$ cat src/rtl/rob_commit.sv
// rtl/rob_commit.sv - in-order ROB commit stage with ARF writeback, retire counter and flush/redirect sequencing
module rob_commit #(
    parameter int                    DATA_WIDTH   = 32,
    parameter int                    AREG_WIDTH   = 5,
    parameter int                    FLUSH_CYCLES = 2,
    parameter logic [DATA_WIDTH-1:0] TRAP_VEC     = 32'h0000_0100,
    parameter int                    CNT_WIDTH    = 32,
    localparam int                   ENTRY_WIDTH  = 3*DATA_WIDTH + AREG_WIDTH + 4
) (
    input  logic                   clk,
    input  logic                   rst_sH,
    input  logic                   rob_deq_valid,
    input  logic [ENTRY_WIDTH-1:0] rob_deq_data,
    output logic                   rob_deq_ready,
    output logic                   arf_wr_en,
    output logic [AREG_WIDTH-1:0]  arf_wr_addr,
    output logic [DATA_WIDTH-1:0]  arf_wr_data,
    output logic                   flush,
    output logic                   redirect_valid,
    output logic [DATA_WIDTH-1:0]  redirect_pc,
    output logic [DATA_WIDTH-1:0]  epc,
    output logic [CNT_WIDTH-1:0]   retired_count
);
    localparam int FC_W = (FLUSH_CYCLES > 1) ? $clog2(FLUSH_CYCLES) : 1;

    typedef enum logic {RUN, FLUSH} state_t;

    state_t          state, state_next;
    logic [FC_W-1:0] flush_cnt, flush_cnt_next;

    logic                  e_done, e_exc, e_mispred, e_dst_v;
    logic [AREG_WIDTH-1:0] e_dst;
    logic [DATA_WIDTH-1:0] e_result, e_pc, e_tgt;

    assign e_done    = rob_deq_data[0];
    assign e_exc     = rob_deq_data[1];
    assign e_mispred = rob_deq_data[2];
    assign e_dst_v   = rob_deq_data[3];
    assign e_dst     = rob_deq_data[4 +: AREG_WIDTH];
    assign e_result  = rob_deq_data[4 + AREG_WIDTH +: DATA_WIDTH];
    assign e_pc      = rob_deq_data[4 + AREG_WIDTH + DATA_WIDTH +: DATA_WIDTH];
    assign e_tgt     = rob_deq_data[4 + AREG_WIDTH + 2*DATA_WIDTH +: DATA_WIDTH];

    logic pop, retire, enter_flush;

    assign rob_deq_ready = (state == RUN) && e_done;
    assign pop           = rob_deq_valid && rob_deq_ready;
    assign retire        = pop && !e_exc;
    assign enter_flush   = pop && (e_exc || e_mispred);

    always_ff @(posedge clk) begin
        if (rst_sH) begin
            state     <= RUN;
            flush_cnt <= '0;
        end else begin
            state     <= state_next;
            flush_cnt <= flush_cnt_next;
        end
    end

    // flush_cnt counts the remaining flush cycles after the current one
    always_comb begin
        state_next     = state;
        flush_cnt_next = flush_cnt;
        case (state)
            RUN: begin
                if (enter_flush) begin
                    state_next     = FLUSH;
                    flush_cnt_next = FC_W'(FLUSH_CYCLES - 1);
                end
            end
            FLUSH: begin
                if (flush_cnt == '0) begin
                    state_next = RUN;
                end else begin
                    flush_cnt_next = flush_cnt - 1'b1;
                end
            end
            default: state_next = RUN;
        endcase
    end

    always_ff @(posedge clk) begin
        if (rst_sH) begin
            arf_wr_en      <= 1'b0;
            arf_wr_addr    <= '0;
            arf_wr_data    <= '0;
            flush          <= 1'b0;
            redirect_valid <= 1'b0;
            redirect_pc    <= '0;
            epc            <= '0;
            retired_count  <= '0;
        end else begin
            arf_wr_en      <= retire && e_dst_v && (e_dst != '0);
            flush          <= (state_next == FLUSH);
            redirect_valid <= enter_flush;
            if (pop) begin
                arf_wr_addr <= e_dst;
                arf_wr_data <= e_result;
            end
            if (enter_flush) begin
                redirect_pc <= e_exc ? TRAP_VEC : e_tgt;
            end
            if (pop && e_exc) begin
                epc <= e_pc;
            end
            if (retire) begin
                retired_count <= retired_count + 1'b1;
            end
        end
    end
endmodule

$ cat config.mk
export PLATFORM = sky130hd
export DESIGN_NAME = rob_commit
export DESIGN_NICKNAME = d
export VERILOG_FILES = /design/src/rtl/rob_commit.sv
export SDC_FILE = /design/constraint.sdc
export NUM_CORES = 1
export LEC_CHECK = 0
export CAP_MARGIN = 20
export CORE_ASPECT_RATIO = 0.7
export CORE_MARGIN = 2
export CORE_UTILIZATION = 38
export CTS_BUF_LIST = sky130_fd_sc_hd__clkbuf_8
export CTS_CLUSTER_DIAMETER = 150
export DETAILED_ROUTE_END_ITERATION = 10
export HOLD_SLACK_MARGIN = 0.08
export MAX_ROUTING_LAYER = met4
export PLACE_DENSITY = 0.78
export SYNTH_ARGS = -nofsm -noshare
export SYNTH_HDL_FRONTEND = slang
export SYNTH_SLANG_ARGS = --single-unit
$ cat constraint.sdc
create_clock -name clk -period 1.68 [get_ports clk]
set_input_delay 0.252 -clock clk [delete_from_list [all_inputs] [get_ports clk]]
set_output_delay 0.252 -clock clk [all_outputs]
set_load 0.05 [all_outputs]
==> flow_summary.rst <==
.. list-table::
   :header-rows: 1

   * - Metric
     - Value
   * - Area of the die
     - between 10000 and 15000 sq um
   * - Register bit count reported by yosys
     - 137
   * - Cell at the root of the clock tree
     - sky130_fd_sc_hd__clkbuf_8
   * - Instance count of the mapped netlist
     - around 610
   * - Required time at the worst-slack endpoint
     - approximately 2000 ps
   * - Wire length of the first global-routing pass
     - 25500 um
   * - CTS tree
     - yes
   * - Clock sink count
     - between 100 and 150
   * - Area of the placeable core
     - 13200 sq um
   * - Post-detailed-route count of antenna-violating nets
     - 0
   * - Top area cells in the synthesized netlist
     - sky130_fd_sc_hd__dfxtp_1 (53%), sky130_fd_sc_hd__nand2_1 (11%), sky130_fd_sc_hd__a21oi_1 (8.9%)
   * - Cell leakage power
     - around 0.0034 uW
   * - Pin count of the biggest net entering global routing
     - 45
   * - DPL Wire Length
     - ~12000 um
   * - Via/cell ratio
     - 4.90
   * - Asr flop ratio synth
     - 0%
   * - Clock buffer depth
     - 2
   * - Overall Global Routing Usage
     - around 23%
   * - Violation count after the first detailed-routing iteration
     - 178
   * - Number of global-route vias before repair
     - 5044
   * - Data arrival time of the critical path
     - about 2100 ps
   * - Cell Area, Synth
     - between 5000 and 6000 sq um
   * - ANT cells
     - 0
   * - Worst Setup Start Kind
     - flip-flop
   * - Count of hold buffers inserted by post-cts repair
     - 0
   * - Yosys warning count
     - 0
   * - Cell Pwr Density
     - roughly 830 nW/um^2
   * - Post-synthesis sequential area ratio
     - between 50% and 60%
   * - Wirelength, routed
     - between 15000 and 20000 um
   * - Number of cell rows
     - 35
   * - Worst-Margin Slew
     - a little under 400 ps
   * - Number of optimization iterations in the first detailed-route pass
     - 5
   * - IO Port Bufs
     - 244
   * - Aggregate negative setup slack
     - -197 ps
   * - Final standard cell count with taps included and fillers excluded
     - ~1100
   * - Net count of the mapped netlist
     - ~720
   * - Final Skew
     - around 11 ps
   * - Most frequent cells after synthesis
     - sky130_fd_sc_hd__nand2_1 (151), sky130_fd_sc_hd__dfxtp_1 (137), sky130_fd_sc_hd__a21oi_1 (92), sky130_fd_sc_hd__nor2_1 (45), sky130_fd_sc_hd__clkbuf_1 (36)
   * - Violated checks
     - negative setup slack
   * - Max-slew headroom
     - 73.8%
   * - Number of failing hold endpoints at the final stage
     - 0
   * - Worst supply voltage drop on vdd
     - 0.537 mV
   * - Highest clock rate
     - about 0.58 GHz
   * - Fraction of synthesized cell area taken by the top area cell type
     - a little over half
   * - Num CTS Buffers
     - 17
   * - Number of violations of the max-capacitance limit
     - 0
   * - Number of flops mapped to enable cells by yosys
     - 0
   * - Count of final max-slew check failures
     - 0
   * - DRC violation count after routing
     - 0
   * - Cell accounting for the most synthesized area
     - sky130_fd_sc_hd__dfxtp_1
   * - Worst skew pair latency
     - around 430 ps
   * - DIE WIDTH
     - 143 um
   * - Net count of the finished layout
     - approximately 990
   * - Worst setup EP type
     - flip-flop
   * - Final Cycle Share
     - 103%
   * - Vias after detailed routing
     - between 5000 and 6000
   * - Most repeated cell in the gate-level netlist after synthesis
     - sky130_fd_sc_hd__nand2_1
   * - Count of endpoints failing setup in the final report
     - 9
   * - Gpl congestion
     - 0.836
   * - WL per Instance
     - ~15 um
   * - Area added between synthesis and finish
     - 63.2%
   * - Hold-critical path depth
     - 2
   * - Critical path class
     - reg2reg
   * - Class of the worst hold path
     - in2reg
   * - Number of cells traversed by the worst register-to-register path
     - 6
   * - Run status
     - finished with violations
   * - Clock slew at reported path FFs
     - ~90 ps
   * - Leading register cell type out of synthesis
     - sky130_fd_sc_hd__dfxtp_1
   * - Maximum fanout count along the critical path
     - 11
   * - Global-route congestion overflow total
     - 0
   * - Average cell area after synthesis
     - between 8 and 9 sq um
   * - H-Tree Level Count
     - 4
   * - Distinct cells, synth
     - 40
   * - Count of filler cells inserted in the layout
     - ~1100
   * - Unrepaired setup endpoints after global routing
     - yes
   * - Placed Instances
     - 1045
   * - Final critical-path setup slack
     - -54.5 ps
   * - Initial antenna violation count
     - 0
   * - Fraction of final layout cells with drive strength greater than 1
     - between 30% and 40%
   * - Final critical-path required period
     - between 1500 and 2000 ps
   * - Die outline height
     - ~100 um
   * - Initial cell density of the core
     - between 30% and 40%
   * - Count of pins on the block boundary
     - ~250
[layout by cell type (no fill, tap or decap), types with 3 or more instances in the layout]
cell type,instances
sky130_fd_sc_hd__inv_6,3
sky130_fd_sc_hd__a21oi_2,7
sky130_fd_sc_hd__nand4_1,13
sky130_fd_sc_hd__nand3_1,8
sky130_fd_sc_hd__inv_1,6
sky130_fd_sc_hd__dfxtp_1,110
sky130_fd_sc_hd__a21oi_1,85
sky130_fd_sc_hd__o21ai_0,7
sky130_fd_sc_hd__buf_6,3
sky130_fd_sc_hd__a22oi_1,31
sky130_fd_sc_hd__or4_1,9
sky130_fd_sc_hd__nor2b_1,3
sky130_fd_sc_hd__or4_4,4
sky130_fd_sc_hd__clkbuf_8,17
sky130_fd_sc_hd__nand2_1,150
sky130_fd_sc_hd__buf_12,9
sky130_fd_sc_hd__o31ai_1,13
sky130_fd_sc_hd__buf_4,179
sky130_fd_sc_hd__xor2_1,8
sky130_fd_sc_hd__dfxtp_4,23
sky130_fd_sc_hd__or3_1,5
sky130_fd_sc_hd__clkdlybuf4s50_1,106
sky130_fd_sc_hd__clkinv_4,6
sky130_fd_sc_hd__dfxtp_2,4
sky130_fd_sc_hd__and2_1,5
sky130_fd_sc_hd__nor2_1,45
sky130_fd_sc_hd__and4_4,3
[repair_timing]
action | 4_1_cts | 5_1_grt
pin swaps | 1 | 10
setup endpoints to repair | 13 | 31
hold endpoints to repair | 0 | 0
buffers inserted | 3 | 1
gates resized for setup | 7 | 30
gates cloned | 0 | 2
[layer usage]
metal / share of wire, % / wire, um / global-route usage [%] / vias to the layer above
li1: - / - / - / 2656
met1: 44 / 7210 / 28.6 / 2444
met2: 46 / 7670 / 36.1 / 197
met3: 8.7 / 1440 / 7.04 / 14
met4: 1.1 / 182 / 5.48 / 0
met5: 0 / 0 / - / -
[state kept, by name, indices dropped and copies added, names as in the netlist]
signal	count
retired_count	32
flush	1
epc	32
arf_wr_addr	5
redirect_valid	1
redirect_pc	32
arf_wr_data	32
flush_cnt	1
arf_wr_en	1
[worst max-delay path, cell delays in order (launching register included)]
cell	delay [ps]
sky130_fd_sc_hd__dfxtp_4	360
sky130_fd_sc_hd__nor4bb_4	240
sky130_fd_sc_hd__buf_4	180
sky130_fd_sc_hd__nand4_1	90
sky130_fd_sc_hd__buf_6	160
sky130_fd_sc_hd__or4_4	510
sky130_fd_sc_hd__a21oi_2	130
[stage by stage]
| step | setup slack [ps] | area (sq um) | hold slack [ps] | total power [uW] | utilization, % |
|---|---|---|---|---|---|
| floorplan | -104 | 5250 | 385 | 3940 | - |
| global placement | -468 | 7850 | 436 | 4460 | 59.5 |
| detailed placement | -469 | 7850 | 436 | 4470 | 59.5 |
| CTS | -41.3 | 8270 | 188 | 7040 | 62.8 |
| global route | -160 | 8410 | 213 | 7260 | 63.8 |
| finish | -54.5 | 8410 | 224 | 6970 | 63.8 |
[worst paths after layout]
kind              startpoint           endpoint  slack [ps]
setup / recovery       flush  retired_count[31]         -50
setup reg to reg       flush  retired_count[31]         -50
hold / removal        rst_sH  retired_count[16]         220
hold reg to reg      epc[21]            epc[21]         460
[area by class of cell]
class | count | area [sq um] | share of cell area (%)
tap | 185 | 231 | 2.75
sequential | 137 | 2830 | 33.7
clock inverter | 15 | 143 | 1.70
clock buffer | 17 | 234 | 2.78
multi-input combinational | 425 | 2300 | 27.4
timing repair buffer | 298 | 2640 | 31.4
inverter | 6 | 22.5 | 0.268
[report_power, final]
group,total [uW],switching (uW),internal (uW)
clock,2570,1380,1200
sequential,3340,45.7,3300
combinational,1060,599,458
total,6970,2020,4950
[cell families (layout without fill, tap and decap cells)]
family          after synthesis  in the layout  share of synthesized area [%]
flops                       137            137                           53.2
simple gates                267            267                           23.5
fa+ha+maj                     1              1                          0.243
mux                           3              3                          0.655
buf+inv                      52            336                           4.56
compound gates              145            145                           16.3
xor+xnor                      9              9                           1.53
Power figures use the tool's default switching activity.
